--- config.mk ---
export PLATFORM = sky130hd
export DESIGN_NAME = cpu_controller_flat
export DESIGN_NICKNAME = d
export VERILOG_FILES = /design/src/rtl/cpu_defs.sv /design/src/rtl/cpu_controller_if.sv /design/src/rtl/ctrl_sigdec.sv /design/src/rtl/cpu_controller.sv /design/src/flat_wrapper.sv
export SDC_FILE = /design/constraint.sdc
export NUM_CORES = 1
export LEC_CHECK = 0
export ABC_AREA = 1
export CORE_MARGIN = 2
export CORE_UTILIZATION = 47
export DETAILED_ROUTE_END_ITERATION = 12
export GPL_ROUTABILITY_DRIVEN = 0
export GPL_TIMING_DRIVEN = 0
export PLACE_DENSITY = 0.85
export SYNTH_ARGS = -nofsm -noshare
export SYNTH_HDL_FRONTEND = slang
export SYNTH_SLANG_ARGS = --single-unit
--- constraint.sdc ---
create_clock -name clk -period 1.85 [get_ports clk]
set_input_delay 0.185 -clock clk [delete_from_list [all_inputs] [get_ports clk]]
set_output_delay 0.185 -clock clk [all_outputs]
set_load 0.005 [all_outputs]
--- src/rtl/cpu_defs.sv ---
// -----------------------------------------------------------------------------
// cpu_defs
// Shared encodings for the 8-bit CPU control unit: opcode values, ALU select
// codes, the 29 controller state encodings and the packed control-word type
// that carries every register-load, bus-enable and ALU-select line.
// Ports: none (package).
// -----------------------------------------------------------------------------
package cpu_defs;

    // Opcodes; anything outside 8'h00..8'h0F executes as NOP.
    localparam logic [7:0] OP_NOP  = 8'h00;
    localparam logic [7:0] OP_LDAC = 8'h01;
    localparam logic [7:0] OP_STAC = 8'h02;
    localparam logic [7:0] OP_MVAC = 8'h03;
    localparam logic [7:0] OP_MOVR = 8'h04;
    localparam logic [7:0] OP_JUMP = 8'h05;
    localparam logic [7:0] OP_JMPZ = 8'h06;
    localparam logic [7:0] OP_JPNZ = 8'h07;
    localparam logic [7:0] OP_ADD  = 8'h08;
    localparam logic [7:0] OP_SUB  = 8'h09;
    localparam logic [7:0] OP_INAC = 8'h0A;
    localparam logic [7:0] OP_CLAC = 8'h0B;
    localparam logic [7:0] OP_AND  = 8'h0C;
    localparam logic [7:0] OP_OR   = 8'h0D;
    localparam logic [7:0] OP_XOR  = 8'h0E;
    localparam logic [7:0] OP_NOT  = 8'h0F;

    // ALU operation select codes.
    localparam logic [4:0] ALUS_PASS = 5'd0;
    localparam logic [4:0] ALUS_ADD  = 5'd4;
    localparam logic [4:0] ALUS_SUB  = 5'd5;
    localparam logic [4:0] ALUS_INC  = 5'd6;
    localparam logic [4:0] ALUS_CLR  = 5'd7;
    localparam logic [4:0] ALUS_AND  = 5'd8;
    localparam logic [4:0] ALUS_OR   = 5'd9;
    localparam logic [4:0] ALUS_XOR  = 5'd10;
    localparam logic [4:0] ALUS_NOT  = 5'd11;

    // Controller states. Encodings 29..31 are unused and recover to FETCH1.
    typedef enum logic [4:0] {
        FETCH1 = 5'd0,  FETCH2 = 5'd1,  FETCH3 = 5'd2,  DECODE = 5'd3,
        LDAC1  = 5'd4,  LDAC2  = 5'd5,  LDAC3  = 5'd6,  LDAC4  = 5'd7,
        LDAC5  = 5'd8,  STAC1  = 5'd9,  STAC2  = 5'd10, STAC3  = 5'd11,
        STAC4  = 5'd12, STAC5  = 5'd13, MVAC1  = 5'd14, MOVR1  = 5'd15,
        JUMP1  = 5'd16, JUMP2  = 5'd17, JUMP3  = 5'd18, SKIP1  = 5'd19,
        SKIP2  = 5'd20, ADD1   = 5'd21, SUB1   = 5'd22, INAC1  = 5'd23,
        CLAC1  = 5'd24, AND1   = 5'd25, OR1    = 5'd26, XOR1   = 5'd27,
        NOT1   = 5'd28
    } state_e;

    // Complete control word driven into the dataflow.
    typedef struct packed {
        logic       arload;
        logic       arinc;
        logic       pcload;
        logic       pcinc;
        logic       drload;
        logic       trload;
        logic       irload;
        logic       rload;
        logic       acload;
        logic       zload;
        logic       pcbus;
        logic       drhbus;
        logic       drlbus;
        logic       trbus;
        logic       rbus;
        logic       acbus;
        logic       membus;
        logic       busmem;
        logic [4:0] alus;
    } ctrl_t;

    // Execute state for the eight single-cycle ALU opcodes (8'h08..8'h0F).
    function automatic state_e alu_state(input logic [2:0] op_lo);
        state_e s;
        case (op_lo)
            3'd0:    s = ADD1;
            3'd1:    s = SUB1;
            3'd2:    s = INAC1;
            3'd3:    s = CLAC1;
            3'd4:    s = AND1;
            3'd5:    s = OR1;
            3'd6:    s = XOR1;
            3'd7:    s = NOT1;
            default: s = FETCH1;
        endcase
        return s;
    endfunction

endpackage : cpu_defs

--- src/rtl/cpu_controller_if.sv ---
// -----------------------------------------------------------------------------
// cpu_controller_if
// Bundle between the control unit and the dataflow.
//   master (controller): reads instr/z, drives all control lines and state.
//   slave  (dataflow)  : drives instr/z, reads all control lines and state.
// -----------------------------------------------------------------------------
interface cpu_controller_if;
    logic [7:0] instr;
    logic       z;
    logic       arload;
    logic       arinc;
    logic       pcload;
    logic       pcinc;
    logic       drload;
    logic       trload;
    logic       irload;
    logic       rload;
    logic       acload;
    logic       zload;
    logic       pcbus;
    logic       drhbus;
    logic       drlbus;
    logic       trbus;
    logic       rbus;
    logic       acbus;
    logic       membus;
    logic       busmem;
    logic [4:0] alus;
    logic [4:0] state;

    modport master (
        input  instr, z,
        output arload, arinc, pcload, pcinc, drload, trload, irload, rload,
               acload, zload, pcbus, drhbus, drlbus, trbus, rbus, acbus,
               membus, busmem, alus, state
    );

    modport slave (
        output instr, z,
        input  arload, arinc, pcload, pcinc, drload, trload, irload, rload,
               acload, zload, pcbus, drhbus, drlbus, trbus, rbus, acbus,
               membus, busmem, alus, state
    );
endinterface : cpu_controller_if

--- src/rtl/ctrl_sigdec.sv ---
// -----------------------------------------------------------------------------
// ctrl_sigdec
// Purely combinational Moore output decode: controller state -> control word.
// Ports:
//   state_i  in   current controller state
//   ctrl_o   out  register loads, bus enables and ALU select for that state
// -----------------------------------------------------------------------------
module ctrl_sigdec
    import cpu_defs::*;
(
    input  state_e state_i,
    output ctrl_t  ctrl_o
);

    // Per-state control decode; everything idle and ALU at PASS unless named.
    always_comb begin
        ctrl_o      = '0;
        ctrl_o.alus = ALUS_PASS;
        case (state_i)
            FETCH1: begin
                ctrl_o.pcbus  = 1'b1;
                ctrl_o.arload = 1'b1;
            end
            FETCH2: begin
                ctrl_o.membus = 1'b1;
                ctrl_o.drload = 1'b1;
                ctrl_o.pcinc  = 1'b1;
            end
            FETCH3: begin
                ctrl_o.drlbus = 1'b1;
                ctrl_o.irload = 1'b1;
                ctrl_o.pcbus  = 1'b1;
                ctrl_o.arload = 1'b1;
            end
            // Address-byte fetch is shared by LDAC and STAC.
            LDAC1, STAC1: begin
                ctrl_o.membus = 1'b1;
                ctrl_o.drload = 1'b1;
                ctrl_o.pcinc  = 1'b1;
                ctrl_o.arinc  = 1'b1;
            end
            LDAC2, STAC2: begin
                ctrl_o.drlbus = 1'b1;
                ctrl_o.trload = 1'b1;
                ctrl_o.membus = 1'b1;
                ctrl_o.drload = 1'b1;
                ctrl_o.pcinc  = 1'b1;
            end
            // DR high byte and TR low byte together form the 16-bit address.
            LDAC3, STAC3: begin
                ctrl_o.drhbus = 1'b1;
                ctrl_o.trbus  = 1'b1;
                ctrl_o.arload = 1'b1;
            end
            LDAC4: begin
                ctrl_o.membus = 1'b1;
                ctrl_o.drload = 1'b1;
            end
            LDAC5: begin
                ctrl_o.drlbus = 1'b1;
                ctrl_o.acload = 1'b1;
            end
            STAC4: begin
                ctrl_o.acbus  = 1'b1;
                ctrl_o.drload = 1'b1;
            end
            STAC5: begin
                ctrl_o.drlbus = 1'b1;
                ctrl_o.busmem = 1'b1;
            end
            MVAC1: begin
                ctrl_o.acbus = 1'b1;
                ctrl_o.rload = 1'b1;
            end
            MOVR1: begin
                ctrl_o.rbus   = 1'b1;
                ctrl_o.acload = 1'b1;
            end
            JUMP1: begin
                ctrl_o.membus = 1'b1;
                ctrl_o.drload = 1'b1;
                ctrl_o.arinc  = 1'b1;
            end
            JUMP2: begin
                ctrl_o.drlbus = 1'b1;
                ctrl_o.trload = 1'b1;
                ctrl_o.membus = 1'b1;
                ctrl_o.drload = 1'b1;
            end
            JUMP3: begin
                ctrl_o.drhbus = 1'b1;
                ctrl_o.trbus  = 1'b1;
                ctrl_o.pcload = 1'b1;
            end
            SKIP1, SKIP2: begin
                ctrl_o.pcinc = 1'b1;
            end
            // Binary ALU ops take their second operand from R.
            ADD1, SUB1, AND1, OR1, XOR1: begin
                ctrl_o.rbus   = 1'b1;
                ctrl_o.acload = 1'b1;
                ctrl_o.zload  = 1'b1;
                case (state_i)
                    ADD1:    ctrl_o.alus = ALUS_ADD;
                    SUB1:    ctrl_o.alus = ALUS_SUB;
                    AND1:    ctrl_o.alus = ALUS_AND;
                    OR1:     ctrl_o.alus = ALUS_OR;
                    XOR1:    ctrl_o.alus = ALUS_XOR;
                    default: ctrl_o.alus = ALUS_PASS;
                endcase
            end
            INAC1, CLAC1, NOT1: begin
                ctrl_o.acload = 1'b1;
                ctrl_o.zload  = 1'b1;
                case (state_i)
                    INAC1:   ctrl_o.alus = ALUS_INC;
                    CLAC1:   ctrl_o.alus = ALUS_CLR;
                    NOT1:    ctrl_o.alus = ALUS_NOT;
                    default: ctrl_o.alus = ALUS_PASS;
                endcase
            end
            default: begin
                ctrl_o      = '0;
                ctrl_o.alus = ALUS_PASS;
            end
        endcase
    end

endmodule : ctrl_sigdec

--- src/rtl/cpu_controller.sv ---
// -----------------------------------------------------------------------------
// cpu_controller
// Hardwired Moore control unit for the 8-bit CPU: sequences fetch, decode and
// execute for the 16-instruction set. Holds the state register and the
// next-state logic; output decode lives in ctrl_sigdec.
// Ports:
//   clk   in   gated run clock (state holds while the CPU is stopped)
//   rst   in   asynchronous active-low reset
//   bus   master side of cpu_controller_if (instr, z in; controls, state out)
// -----------------------------------------------------------------------------
module cpu_controller
    import cpu_defs::*;
(
    input  logic                     clk,
    input  logic                     rst,
    cpu_controller_if.master         bus
);

    state_e state_q;
    state_e state_d;
    ctrl_t  ctrl_dec;
    ctrl_t  ctrl_out;

    // State register; reset lands in FETCH1.
    always_ff @(posedge clk or negedge rst) begin
        if (!rst) begin
            state_q <= FETCH1;
        end else begin
            state_q <= state_d;
        end
    end

    // Next-state logic; final execute states and unused encodings fall back
    // to FETCH1 through the default arm.
    always_comb begin
        state_d = FETCH1;
        case (state_q)
            FETCH1: state_d = FETCH2;
            FETCH2: state_d = FETCH3;
            FETCH3: state_d = DECODE;
            DECODE: begin
                case (bus.instr)
                    OP_LDAC: state_d = LDAC1;
                    OP_STAC: state_d = STAC1;
                    OP_MVAC: state_d = MVAC1;
                    OP_MOVR: state_d = MOVR1;
                    OP_JUMP: state_d = JUMP1;
                    OP_JMPZ: state_d = bus.z ? JUMP1 : SKIP1;
                    OP_JPNZ: state_d = bus.z ? SKIP1 : JUMP1;
                    OP_ADD, OP_SUB, OP_INAC, OP_CLAC,
                    OP_AND, OP_OR, OP_XOR, OP_NOT:
                        state_d = alu_state(bus.instr[2:0]);
                    default: state_d = FETCH1;   // NOP and undefined opcodes
                endcase
            end
            LDAC1:   state_d = LDAC2;
            LDAC2:   state_d = LDAC3;
            LDAC3:   state_d = LDAC4;
            LDAC4:   state_d = LDAC5;
            STAC1:   state_d = STAC2;
            STAC2:   state_d = STAC3;
            STAC3:   state_d = STAC4;
            STAC4:   state_d = STAC5;
            JUMP1:   state_d = JUMP2;
            JUMP2:   state_d = JUMP3;
            SKIP1:   state_d = SKIP2;
            default: state_d = FETCH1;
        endcase
    end

    ctrl_sigdec u_sigdec (
        .state_i (state_q),
        .ctrl_o  (ctrl_dec)
    );

    // While reset is held the dataflow must see no activity at all, even
    // though the state register already shows FETCH1.
    always_comb begin
        ctrl_out = '0;
        if (!rst) begin
            ctrl_out = '0;
        end else begin
            ctrl_out = ctrl_dec;
        end
    end

    assign bus.arload = ctrl_out.arload;
    assign bus.arinc  = ctrl_out.arinc;
    assign bus.pcload = ctrl_out.pcload;
    assign bus.pcinc  = ctrl_out.pcinc;
    assign bus.drload = ctrl_out.drload;
    assign bus.trload = ctrl_out.trload;
    assign bus.irload = ctrl_out.irload;
    assign bus.rload  = ctrl_out.rload;
    assign bus.acload = ctrl_out.acload;
    assign bus.zload  = ctrl_out.zload;
    assign bus.pcbus  = ctrl_out.pcbus;
    assign bus.drhbus = ctrl_out.drhbus;
    assign bus.drlbus = ctrl_out.drlbus;
    assign bus.trbus  = ctrl_out.trbus;
    assign bus.rbus   = ctrl_out.rbus;
    assign bus.acbus  = ctrl_out.acbus;
    assign bus.membus = ctrl_out.membus;
    assign bus.busmem = ctrl_out.busmem;
    assign bus.alus   = ctrl_out.alus;
    assign bus.state  = state_q;

endmodule : cpu_controller

--- src/flat_wrapper.sv ---
// flat-port wrapper written by rule: the top's interface ports become plain ports
module cpu_controller_flat import cpu_defs::*;
  (clk, rst, bus_instr, bus_z, bus_arload, bus_arinc, bus_pcload, bus_pcinc, bus_drload, bus_trload, bus_irload, bus_rload, bus_acload, bus_zload, bus_pcbus, bus_drhbus, bus_drlbus, bus_trbus, bus_rbus, bus_acbus, bus_membus, bus_busmem, bus_alus, bus_state);
  cpu_controller_if bus_i ();
  input  logic clk;
  input  logic rst;
  input wire logic [$bits(bus_i.instr)-1:0] bus_instr;
  input wire logic [$bits(bus_i.z)-1:0] bus_z;
  output wire logic [$bits(bus_i.arload)-1:0] bus_arload;
  output wire logic [$bits(bus_i.arinc)-1:0] bus_arinc;
  output wire logic [$bits(bus_i.pcload)-1:0] bus_pcload;
  output wire logic [$bits(bus_i.pcinc)-1:0] bus_pcinc;
  output wire logic [$bits(bus_i.drload)-1:0] bus_drload;
  output wire logic [$bits(bus_i.trload)-1:0] bus_trload;
  output wire logic [$bits(bus_i.irload)-1:0] bus_irload;
  output wire logic [$bits(bus_i.rload)-1:0] bus_rload;
  output wire logic [$bits(bus_i.acload)-1:0] bus_acload;
  output wire logic [$bits(bus_i.zload)-1:0] bus_zload;
  output wire logic [$bits(bus_i.pcbus)-1:0] bus_pcbus;
  output wire logic [$bits(bus_i.drhbus)-1:0] bus_drhbus;
  output wire logic [$bits(bus_i.drlbus)-1:0] bus_drlbus;
  output wire logic [$bits(bus_i.trbus)-1:0] bus_trbus;
  output wire logic [$bits(bus_i.rbus)-1:0] bus_rbus;
  output wire logic [$bits(bus_i.acbus)-1:0] bus_acbus;
  output wire logic [$bits(bus_i.membus)-1:0] bus_membus;
  output wire logic [$bits(bus_i.busmem)-1:0] bus_busmem;
  output wire logic [$bits(bus_i.alus)-1:0] bus_alus;
  output wire logic [$bits(bus_i.state)-1:0] bus_state;
  assign bus_i.instr = bus_instr;
  assign bus_i.z = bus_z;
  assign bus_arload = bus_i.arload;
  assign bus_arinc = bus_i.arinc;
  assign bus_pcload = bus_i.pcload;
  assign bus_pcinc = bus_i.pcinc;
  assign bus_drload = bus_i.drload;
  assign bus_trload = bus_i.trload;
  assign bus_irload = bus_i.irload;
  assign bus_rload = bus_i.rload;
  assign bus_acload = bus_i.acload;
  assign bus_zload = bus_i.zload;
  assign bus_pcbus = bus_i.pcbus;
  assign bus_drhbus = bus_i.drhbus;
  assign bus_drlbus = bus_i.drlbus;
  assign bus_trbus = bus_i.trbus;
  assign bus_rbus = bus_i.rbus;
  assign bus_acbus = bus_i.acbus;
  assign bus_membus = bus_i.membus;
  assign bus_busmem = bus_i.busmem;
  assign bus_alus = bus_i.alus;
  assign bus_state = bus_i.state;
  cpu_controller u_core (.clk(clk), .rst(rst), .bus(bus_i));
endmodule
==> metrics, run 1 <==
status finished, violations left; failing checks negative setup slack; Die W 50.3 µm; mux cell area share after synthesis 0%; Netlist cell types 22; Seq/Total Area, Yosys 12.4%; proportion of layout cells with a drive suffix above 1 36.5%; Yosys reg bits 5; post-synthesis xor/xnor area fraction 0%; largest net degree at the start of global routing 11; Synth area leader nand2_1; Largest register FFs 5; vias per inst 6.30; antenna cells 0; Ys Warns 0; Worst setup SP type flip-flop; antenna violations before repair 0; first-pass GRT wire length 7.51 mm; maximum VDD drop 0.970 mV; f_max 0.463 GHz; worst slack at placement -0.488 ns; P&R area growth vs syn 81.7%; endpoints failing hold 0; total iterations of the first detailed-routing run 7; Max Cap Viol 0; simple logic cell fraction of the synthesized area 58.1%; CTS HTree Levels 1; Max clock buf depth 2; Port Buffers 37; DRC violations left 0; top cell type's share of synthesized area 19.8%; critical path class flip-flop to primary output; Pins Over Slew Limit 0; min Tclk post-route 2.16 ns; row cnt 16; Total Nets Final 280; Post-Synth Adder-Cell Area 6.21%; Final ANT Viol Nets 0; WL per Instance 19.7 µm; Initial Util 50.8%; Post-Syn Area 1010 µm²; CP endpoint kind primary output; top cells by area, synth nand2_1 (20%), nand3_1 (13%), dfrtp_1 (12%), nor2_1 (12%), inv_1 (8.6%); type of the most critical hold path input pin to asynchronous set/reset pin; cell count after synthesis 192; reg2reg setup slack 0.18 ns; I/O pin total 39; Post-Synthesis Net Count 208; crit-path max FO 6; Critical Path RT 1.66 ns; die height 50.3 µm; CTS clk-pin slew, worst paths 0.06 ns; Final setup viols 7; vias in the first global route 1,680; Clock Skew 0.0190 ns; later-pin clock latency in the skew report 0.26 ns; overall power 2.16 mW; commonest cells after routing, fill and taps aside nand2_1 (44), buf_4 (27), nor2_1 (25); CTS tree built; leakage power 1.10 nW; Post-Route WL 5.72 mm; RSZ-0062 raised after global routing yes; Final Util 92.4%; initial DRC count 256; Core ar. 1980 µm²; hpwl dp 2.46 mm; period utilization 117%; CP arrival 1.97 ns; die area 2530 µm²; total track usage 38.3%; CTS Sinks 5; largest family of logic cells by synthesized area simple AND/OR/NAND/NOR gates; Compound-Gate Fraction of Synth Area 9.81%; Clock Tree Root clkbuf_4; Mapped Avg Cell Area 5.25 µm²; commonest non-fill, non-tap cell in the layout nand2_1; final worst slack -0.310 ns; vias 1,826; GR Overflow Total 0; Power Density 1180 nW/µm²; CTS buffer count 3
kinds of logic (layout without fill, tap and decap cells):
family | after synthesis | after routing
other | 1 | 1
flip-flops | 5 | 5
AO/OA/AOI/OAI | 18 | 18
buffers and inverters | 32 | 103
adder cells (fa/ha/maj) | 5 | 5
AND/OR/NAND/NOR | 131 | 131
area by class of cell:
type                            instances  area (µm²)
Tap cell                               27        33.8
Sequential cell                         5         130
Timing Repair Buffer                   67         589
Buffer                                  6        51.3
Inverter                               26         105
Fill cell                              87         151
Multi-Input combinational cell        155         895
Clock buffer                            4        26.3
critical path: stages, from the launching register on:
cell	delay (ns)
dfrtp_2	0.44
buf_4	0.16
nor2_4	0.19
nand3_1	0.17
nand3_1	0.12
nand2_1	0.06
inv_1	0.06
clkdlybuf4s50_1	0.51
final timing paths:
| kind | from | end | cells after the start |
|---|---|---|---|
| setup / recovery | u_core.bus.state[1] | bus_arinc | 7 |
| hold / removal | rst | u_core.bus.state[1] | 2 |
| setup reg to reg | u_core.bus.state[2] | u_core.bus.state[0] | 9 |
| hold reg to reg | u_core.bus.state[3] | u_core.bus.state[2] | 5 |
| max in group asynchronous | rst | u_core.bus.state[2] | 2 |
| min in group clk | u_core.bus.state[3] | u_core.bus.state[2] | 5 |
cells in the mapped netlist:
master,instances
nand2_1,53
o21ai_1,2
buf_4,2
or2_2,1
clkbuf_1,1
nor2_1,33
nor3_1,4
o21ai_0,7
dfrtp_1,5
a21oi_1,5
o22ai_1,1
inv_2,3
inv_1,23
buf_2,3
nor2_4,4
nand3_1,27
o31ai_1,1
ha_1,5
nand2_2,3
o211ai_1,2
conb_1,1
nor2_2,6
through the flow:
stage | std cells | hold slack, ns | TNS (ns) | instance area (µm²)
2_1_floorplan | 192 | -0.111 | 0 | 1010
3_3_place_gp | 256 | 0.447 | -5.89 | 1410
3_5_place_dp | 256 | 0.450 | -6.37 | 1410
4_1_cts | 280 | 0.455 | -1.93 | 1700
5_1_grt | 290 | 0.471 | -1.78 | 1830
6_report | 290 | 0.445 | -1.37 | 1830
what timing repair did:
item | CTS | global route
pin swaps | 12 | 11
resized for setup | 55 | 43
hold buffers | 1 | 0
endpoints found under the setup margin | 22 | 17
hold endpoints to repair | 5 | 0
buffers inserted | 19 | 10
power by group:
group / internal (mW) / total (mW) / switching (mW)
Combinational: 0.739 / 1.76 / 1.02
Sequential: 0.160 / 0.269 / 0.109
Clock: 0.0823 / 0.139 / 0.0568
Total: 0.981 / 2.16 / 1.18
per-layer routing:
metal / vias up / share of wire (%) / track usage (%)
met2: 211 / 46 / 70.2
met5: - / 0 / 0
li1: 747 / - / -
met1: 784 / 32 / 39.5
met4: 0 / 9.5 / 21.6
met3: 84 / 13 / 8.63
Power figures use the tool's default switching activity.
==> inputs of run 2 (changes only) <==
Settings changed: CORE_ASPECT_RATIO set to 0.6, CORE_UTILIZATION 47 to 51, PLACE_DENSITY 0.85 to 0.87, SYNTH_HIERARCHICAL set to 1.
==> run 2 against run 1 <==
  * Synthesized cell count rose by 33%
  * The run now fails in global routing
  * Area after synthesis rose by 24%
==> metrics, run 2 <==
cell count after synthesis 256 (was 192); Post-Synthesis Net Count 272 (was 208); Max clock buf depth 2 (unchanged); CTS Sinks 5 (unchanged); top cells by area, synth nand2_1 (24%), inv_1 (16%), nand3_1 (13%), nor2_1 (11%), dfrtp_1 (10%) (was nand2_1 (20%), nand3_1 (13%), dfrtp_1 (12%), nor2_1 (12%), inv_1 (8.6%)); worst setup endpoint GRT bus_membus; Err [ERROR DPL-0038] Utilization greater than 100%, impossible to legalize; die height 42.3 µm (was 50.3 µm); Synth area leader nand2_1 (unchanged); Netlist cell types 22 (unchanged); worst endpoint type output port; hpwl dp 3.06 mm (was 2.46 mm); Port Buffers 37 (unchanged); Yosys reg bits 5 (unchanged); Initial Util 55.6% (was 50.8%); row cnt 13 (was 16); Die W 67.9 µm (was 50.3 µm); commonest cells in the synthesized netlist nand2_1 (79), inv_1 (54), nor2_1 (37), nand3_1 (32), o21ai_0 (9) (was nand2_1 (53), nor2_1 (33), nand3_1 (27), inv_1 (23), o21ai_0 (7)); most frequent cell after synthesis nand2_1 (unchanged); Cells after DPL 323 (was 256); top cell type's share of synthesized area 23.8% (was 19.8%); main flop type after synthesis dfrtp_1 (unchanged); Post-Syn Area 1250 µm² (was 1010 µm²); Seq/Total Area, Yosys 10.0% (was 12.4%); Stopped at global routing; largest net degree at the start of global routing 11; Synth async-reset ratio 100% (unchanged); Clock Tree Root clkbuf_8 (was clkbuf_4); I/O pin total 39 (unchanged); Ys Warns 6 (was 0); CTS buffer count 3 (unchanged); CTS HTree Levels 1 (unchanged); Post-synth EDFFs 0 (unchanged); Mapped Avg Cell Area 4.87 µm² (was 5.25 µm²); status stopped before the end (was finished, violations left)
[run 2: cell count changes after synthesis, moves of 2 or more]
| cell | delta |
|---|---|
| inv_1 | +31 |
| inv_2 | -2 |
| nand2_1 | +26 |
| nand3_1 | +5 |
| nand3_2 | +2 |
| nor2_1 | +4 |
| nor2_4 | -4 |
| nor3_1 | +4 |
| o21ai_0 | +2 |
| o21ai_1 | -2 |
[run 2: through the flow]
step                instance area (µm²)  setup TNS (ns)  setup slack, ns  util, %  hold WS, ns
floorplan                          1250               0            0.377        -       -0.111
global placement                   1660           -5.43           -0.319     73.7        0.480
detailed placement                 1660           -5.71           -0.324     73.7        0.480
CTS                                1960           -1.52           -0.218     87.5        0.588
[run 2: cells by family after synthesis]
family,synth area share (%)
compound gates,7.62
fa+ha+maj,5.02
buf+inv,19.2
flops,10.0
other cells,0.301
simple gates,57.9
[run 2: timing repair]
item                                    in CTS
endpoints found under the hold margin        5
gates cloned                                 0
gates resized for setup                     67
setup buffers                               16
endpoints found under the setup margin      22
hold buffers                                 1
pin swaps                                    7
==> inputs of run 3 (changes only) <==
Settings changed: CORE_AREA set to 2 2 63 65, CORE_ASPECT_RATIO 0.6 to not set, CORE_MARGIN 2 to not set, CORE_UTILIZATION 51 to not set, DIE_AREA set to 0 0 65 67, PLACE_DENSITY 0.87 to not set, PLACE_DENSITY_LB_ADDON set to 0.15.
==> run 3 against run 2 <==
  * Area after synthesis unchanged
  * The flow now finishes without violations
  * Synthesized cell count did not move
==> metrics, run 3 <==
status finished clean (was stopped before the end); largest net degree at the start of global routing 11; Yosys reg bits 5 (unchanged); endpoints failing hold 0; reg2reg setup slack 0.22 ns; Core ar. 3610 µm²; top cells by area, synth nand2_1 (24%), inv_1 (16%), nand3_1 (13%), nor2_1 (11%), dfrtp_1 (10%) (unchanged); most frequent cell after synthesis nand2_1 (unchanged); RSZ-0062 raised after global routing yes; Critical Path RT 1.66 ns; die height 67 µm (was 42.3 µm); Max clock buf depth 2 (unchanged); CTS hold repair buffers 0 (was 1); antenna violations before repair 0; mux cell area share after synthesis 0% (unchanged); Pins Over Slew Limit 0; leakage power 1.27 nW; WL per Instance 11.3 µm; CTS HTree Levels 1 (unchanged); Ys Warns 6 (unchanged); Initial Util 34.6% (was 55.6%); CTS tree built; Max Cap Viol 0; Synth area leader nand2_1 (unchanged); Seq/Total Area, Yosys 10.0% (unchanged); Final Util 59.4%; period utilization 99.2%; f_max 0.545 GHz; Post-Synth Adder-Cell Area 5.02% (unchanged); Final setup viols 0; worst setup path startpoint u_core/bus.state[2]; CTS clk-pin slew, worst paths 0.04 ns; I/O pin total 39 (unchanged); later-pin clock latency in the skew report 0.22 ns; vias per inst 4.63; die area 4360 µm²; Clock Tree Root clkbuf_8 (unchanged); initial DRC count 68; Total Neg Setup Slack 0 ns; Clock Skew 0.00433 ns; top cell type's share of synthesized area 23.8% (unchanged); critical path cell sequence nor2_4, inv_1, nor3_2, inv_1, nand2_1, nand2_1, inv_1, dlygate4sd2_1; Total Nets Final 338; Post-synth EDFFs 0 (unchanged); Power Density 1280 nW/µm²; Compound-Gate Fraction of Synth Area 7.62% (unchanged); largest family of logic cells by synthesized area simple AND/OR/NAND/NOR gates (unchanged); type of the most critical hold path input pin to asynchronous set/reset pin; vias 1,707; Largest register FFs 5; critical path class flip-flop to primary output; proportion of layout cells with a drive suffix above 1 30.5%; main flop type after synthesis dfrtp_1 (unchanged); Mapped Avg Cell Area 4.87 µm² (unchanged); Port Buffers 37 (unchanged); row cnt 22 (was 13); hpwl dp 2.68 mm (was 3.06 mm); Die W 65 µm (was 67.9 µm); Post-Syn Area 1250 µm² (unchanged); Post-Synthesis Net Count 272 (unchanged); simple logic cell fraction of the synthesized area 57.9% (unchanged); Slowest Stage Delay on Critical Path 0.48 ns; R2R cell count 8; maximum VDD drop 1.19 mV; first-pass GRT wire length 7.13 mm; vias in the first global route 1,610; Synth async-reset ratio 100% (unchanged); CTS Sinks 5 (unchanged); FF-to-FF End u_core/bus.state[1]; CP arrival 1.65 ns; commonest cells in the synthesized netlist nand2_1 (79), inv_1 (54), nor2_1 (37), nand3_1 (32), o21ai_0 (9) (unchanged); multi-input logic area 1090 µm²; total iterations of the first detailed-routing run 4; CTS buffer count 3 (unchanged); reg2reg start u_core/bus.state[2]; crit-path max FO 5; Slowest-stage cell, CP dfrtp_2; post-synthesis xor/xnor area fraction 0% (unchanged); CP endpoint kind primary output; min Tclk post-route 1.83 ns; commonest cells after routing, fill and taps aside nand2_1 (70), inv_1 (49), nand3_1 (25); Worst setup SP type flip-flop; cell count after synthesis 256 (unchanged); fill cell count 363; FF/Latch Area 131 µm²; total track usage 20.5%; antenna cells 0; Netlist cell types 22 (unchanged); DRC violations left 0; CP dominant cell by count inv_1; GR Overflow Total 0; P&R area growth vs syn 71.8%; commonest non-fill, non-tap cell in the layout nand2_1; Post-Route WL 4.17 mm; Final ANT Viol Nets 0; overall power 2.75 mW; Min Hold Slack 0.00301 ns
run 3: report_power, final:
part	total [mW]	switching [mW]	internal (mW)
clock	0.200	0.0525	0.148
combinational	2.24	1.15	1.09
sequential	0.311	0.142	0.169
total	2.75	1.35	1.41
run 3: repair_timing:
item                       in CTS  in global routing
setup buffers                  19                  5
pin swaps                      12                  8
gates resized for setup        95                 29
setup endpoints to repair      22                 15
run 3: final cells by class:
| class | instances | share of cell area [%] |
|---|---|---|
| flip-flops and latches | 5 | 6.13 |
| inverters | 55 | 9.87 |
| multi-input cells | 190 | 50.7 |
| repair buffers | 61 | 26.3 |
| well taps | 48 | 2.80 |
| clock buffers | 4 | 2.10 |
| plain buffers | 6 | 2.04 |
run 3: cells by family (layout without fill, tap and decap cells):
group,count (synthesis),in the layout
other,1,1
buffers and inverters,61,126
AND/OR/NAND/NOR,167,167
AO/OA/AOI/OAI,17,17
flip-flops,5,5
adder cells (fa/ha/maj),5,5
run 3: how the worst max path moves through the flow:
stage,depth (start not counted),end
final,8,bus_arload
after global routing,8,bus_arload
after CTS,9,bus_drhbus
after detailed placement,5,bus_alus[3]
after global placement,8,bus_drhbus
after floorplan,6,bus_drhbus
run 3: through the flow:
stage / instances / setup WS, ns / area, µm²
2_1_floorplan: 256 / 0.377 / 1250
3_3_place_gp: 341 / -0.367 / 1680
3_5_place_dp: 341 / -0.348 / 1680
4_1_cts: 364 / -0.0106 / 2100
5_1_grt: 369 / -0.0924 / 2140
6_report: 369 / 0.0157 / 2140
run 3: per-layer routing:
metal / vias up / wire [µm] / global-route usage [%]
li1: 913 / - / -
met1: 747 / 1750 / 23.6
met2: 43 / 2220 / 39.7
met3: 4 / 165 / 2.87
met4: 0 / 38 / 4.79
met5: - / 0 / 0
run 3: critical path, delay by kind of cell, from the launching register on:
kind / cells / cell delay (ns)
and+or+nand+nor: 4 / 0.51
DFF: 1 / 0.48
buffers and inverters: 4 / 0.45
==> inputs of run 4 (changes only) <==
Settings changed: CORE_AREA 2 2 63 65 to 4 4 65 67, DIE_AREA 0 0 65 67 to 0 0 69 71, SLEW_MARGIN set to 20.
==> run 4 against run 3 <==
  * The run now ends with negative setup slack left
  * Flip-flop and latch count is the same
  * Non-clock buffer count grew 8
  * Wire length grew 5.6%
  * Critical path depth grew 1
  * Worst setup slack lost 0.13 ns
  * Sequential power is essentially flat
  * Clock skew shrank 0.0040 ns
  * Via count grew 5.6%
  * Utilization grew 0.62 points
  * Critical endpoint is now bus_drhbus
  * Largest cell class unchanged
  * Highest routed layer unchanged
==> metrics, run 4 (synthesis gave the netlist of run 3 again) <==
worst setup path startpoint u_core/bus.state[1] (was u_core/bus.state[2]); FF-to-FF End u_core/bus.state[3] (was u_core/bus.state[1]); row cnt 22 (unchanged); Min Hold Slack 0.0194 ns (was 0.00301 ns); largest net degree at the start of global routing 11 (unchanged); Initial Util 34.3% (was 34.6%); CP arrival 1.78 ns (was 1.65 ns); f_max 0.509 GHz (was 0.545 GHz); die area 4900 µm² (was 4360 µm²); crit-path max FO 6 (was 5); Post-Route WL 4.40 mm (was 4.17 mm); Pins Over Slew Limit 0 (unchanged); vias per inst 4.78 (was 4.63); proportion of layout cells with a drive suffix above 1 32.2% (was 30.5%); CTS clk-pin slew, worst paths 0.03 ns (was 0.04 ns); Die W 69 µm (was 65 µm); Worst setup SP type flip-flop (unchanged); reg2reg setup slack 0.27 ns (was 0.22 ns); vias 1,802 (was 1,707); GR Overflow Total 0 (unchanged); Port Buffers 37 (unchanged); commonest cells after routing, fill and taps aside nand2_1 (72), inv_1 (49), nor2_1 (25) (was nand2_1 (70), inv_1 (49), nand3_1 (25)); Max Cap Viol 0 (unchanged); endpoints failing hold 0 (unchanged); total track usage 16.6% (was 20.5%); hpwl dp 2.78 mm (was 2.68 mm); type of the most critical hold path input pin to asynchronous set/reset pin (unchanged); initial DRC count 136 (was 68); Total Neg Setup Slack -0.706 ns (was 0 ns); CTS Sinks 5 (unchanged); Largest register FFs 5 (unchanged); maximum VDD drop 1.02 mV (was 1.19 mV); CTS HTree Levels 1 (unchanged); CTS buffer count 3 (unchanged); Power Density 1230 nW/µm² (was 1280 nW/µm²); failing checks negative setup slack; R2R cell count 7 (was 8); Max clock buf depth 2 (unchanged); Final Util 60.1% (was 59.4%); period utilization 106% (was 99.2%); Clock Skew 0.000362 ns (was 0.00433 ns); reg2reg start u_core/bus.state[2] (unchanged); WL per Instance 11.7 µm (was 11.3 µm); status finished, violations left (was finished clean); later-pin clock latency in the skew report 0.22 ns (about the same); worst slack at placement -0.377 ns (was -0.348 ns); final worst slack -0.113 ns (was 0.0157 ns); CP endpoint kind primary output (unchanged); Total Nets Final 346 (was 338); worst setup path endpoint bus_drhbus (was bus_arload); RSZ-0062 raised after global routing yes (unchanged); antenna violations before repair 0 (unchanged); Final setup viols 9 (was 0); Core ar. 3630 µm² (was 3610 µm²); antenna cells 0 (unchanged); critical path class flip-flop to primary output (unchanged); vias in the first global route 1,637 (was 1,610); DRC violations left 0 (unchanged); Final ANT Viol Nets 0 (unchanged); total iterations of the first detailed-routing run 4 (unchanged); min Tclk post-route 1.96 ns (was 1.83 ns); Clock Tree Root clkbuf_8 (unchanged); die height 71 µm (was 67 µm); first-pass GRT wire length 7.03 mm (was 7.13 mm); leakage power 1.40 nW (was 1.27 nW); P&R area growth vs syn 74.9% (was 71.8%); overall power 2.69 mW (was 2.75 mW); CTS tree built (unchanged); Critical Path RT 1.66 ns (about the same); commonest non-fill, non-tap cell in the layout nand2_1 (unchanged); I/O pin total 39 (unchanged)
-- run 4: worst min path at each step --
stage | cells after the start | slack (ns) | to | from
floorplan | 0 | -0.11 | u_core/bus.state[0] | rst
global placement | 1 | 0.52 | u_core/bus.state[2] | rst
detailed placement | 1 | 0.52 | u_core/bus.state[2] | rst
CTS | 1 | 0.02 | u_core/bus.state[1] | rst
global route | 1 | 0.04 | u_core/bus.state[4] | rst
finish | 1 | 0.02 | u_core/bus.state[2] | rst
-- run 4: what timing repair did --
| item | 4_1_cts | 5_1_grt |
|---|---|---|
| pin swaps | 17 | 10 |
| hold buffers | 0 | 0 |
| gates resized for setup | 95 | 36 |
| setup buffers | 21 | 11 |
| setup endpoints to repair | 22 | 21 |
-- run 4: metal layers --
| layer | wire, µm | GRT usage [%] | up-vias | part of all wire [%] |
|---|---|---|---|---|
| li1 | - | - | 933 | - |
| met1 | 1920 | 19.7 | 811 | 44 |
| met2 | 2290 | 31.7 | 46 | 52 |
| met3 | 105 | 1.70 | 12 | 2.4 |
| met4 | 85 | 4.34 | 0 | 1.9 |
| met5 | 0 | 0 | - | 0 |
-- run 4: worst max-delay path, stage by stage, from the launching register on --
cell	delay [ns]
dfrtp_2	0.46
buf_4	0.16
nand2_2	0.13
nor2_4	0.07
o21ai_4	0.18
o21ai_2	0.09
buf_4	0.13
nand2_1	0.06
inv_1	0.03
dlygate4sd2_1	0.25
-- run 4: stage by stage --
step                      area, µm²  std cells
after floorplan                1250        256
after global placement         1680        341
after detailed placement       1680        341
after CTS                      2010        366
after global routing           2180        377
final                          2180        377
-- run 4: where the power goes --
| group | switching, mW | internal, mW | leakage, nW |
|---|---|---|---|
| Sequential | 0.144 | 0.169 | 0.0584 |
| Clock | 0.0512 | 0.148 | 0.0228 |
| Combinational | 1.14 | 1.04 | 1.32 |
-- run 4: final cells by class --
class / count / area [µm²]
Fill cell: 376 / 1450
Multi-Input combinational cell: 190 / 1090
Timing Repair Buffer: 69 / 603
Inverter: 55 / 209
Sequential cell: 5 / 131
Tap cell: 48 / 60.1
Buffer: 6 / 47.5
Clock buffer: 4 / 45.0
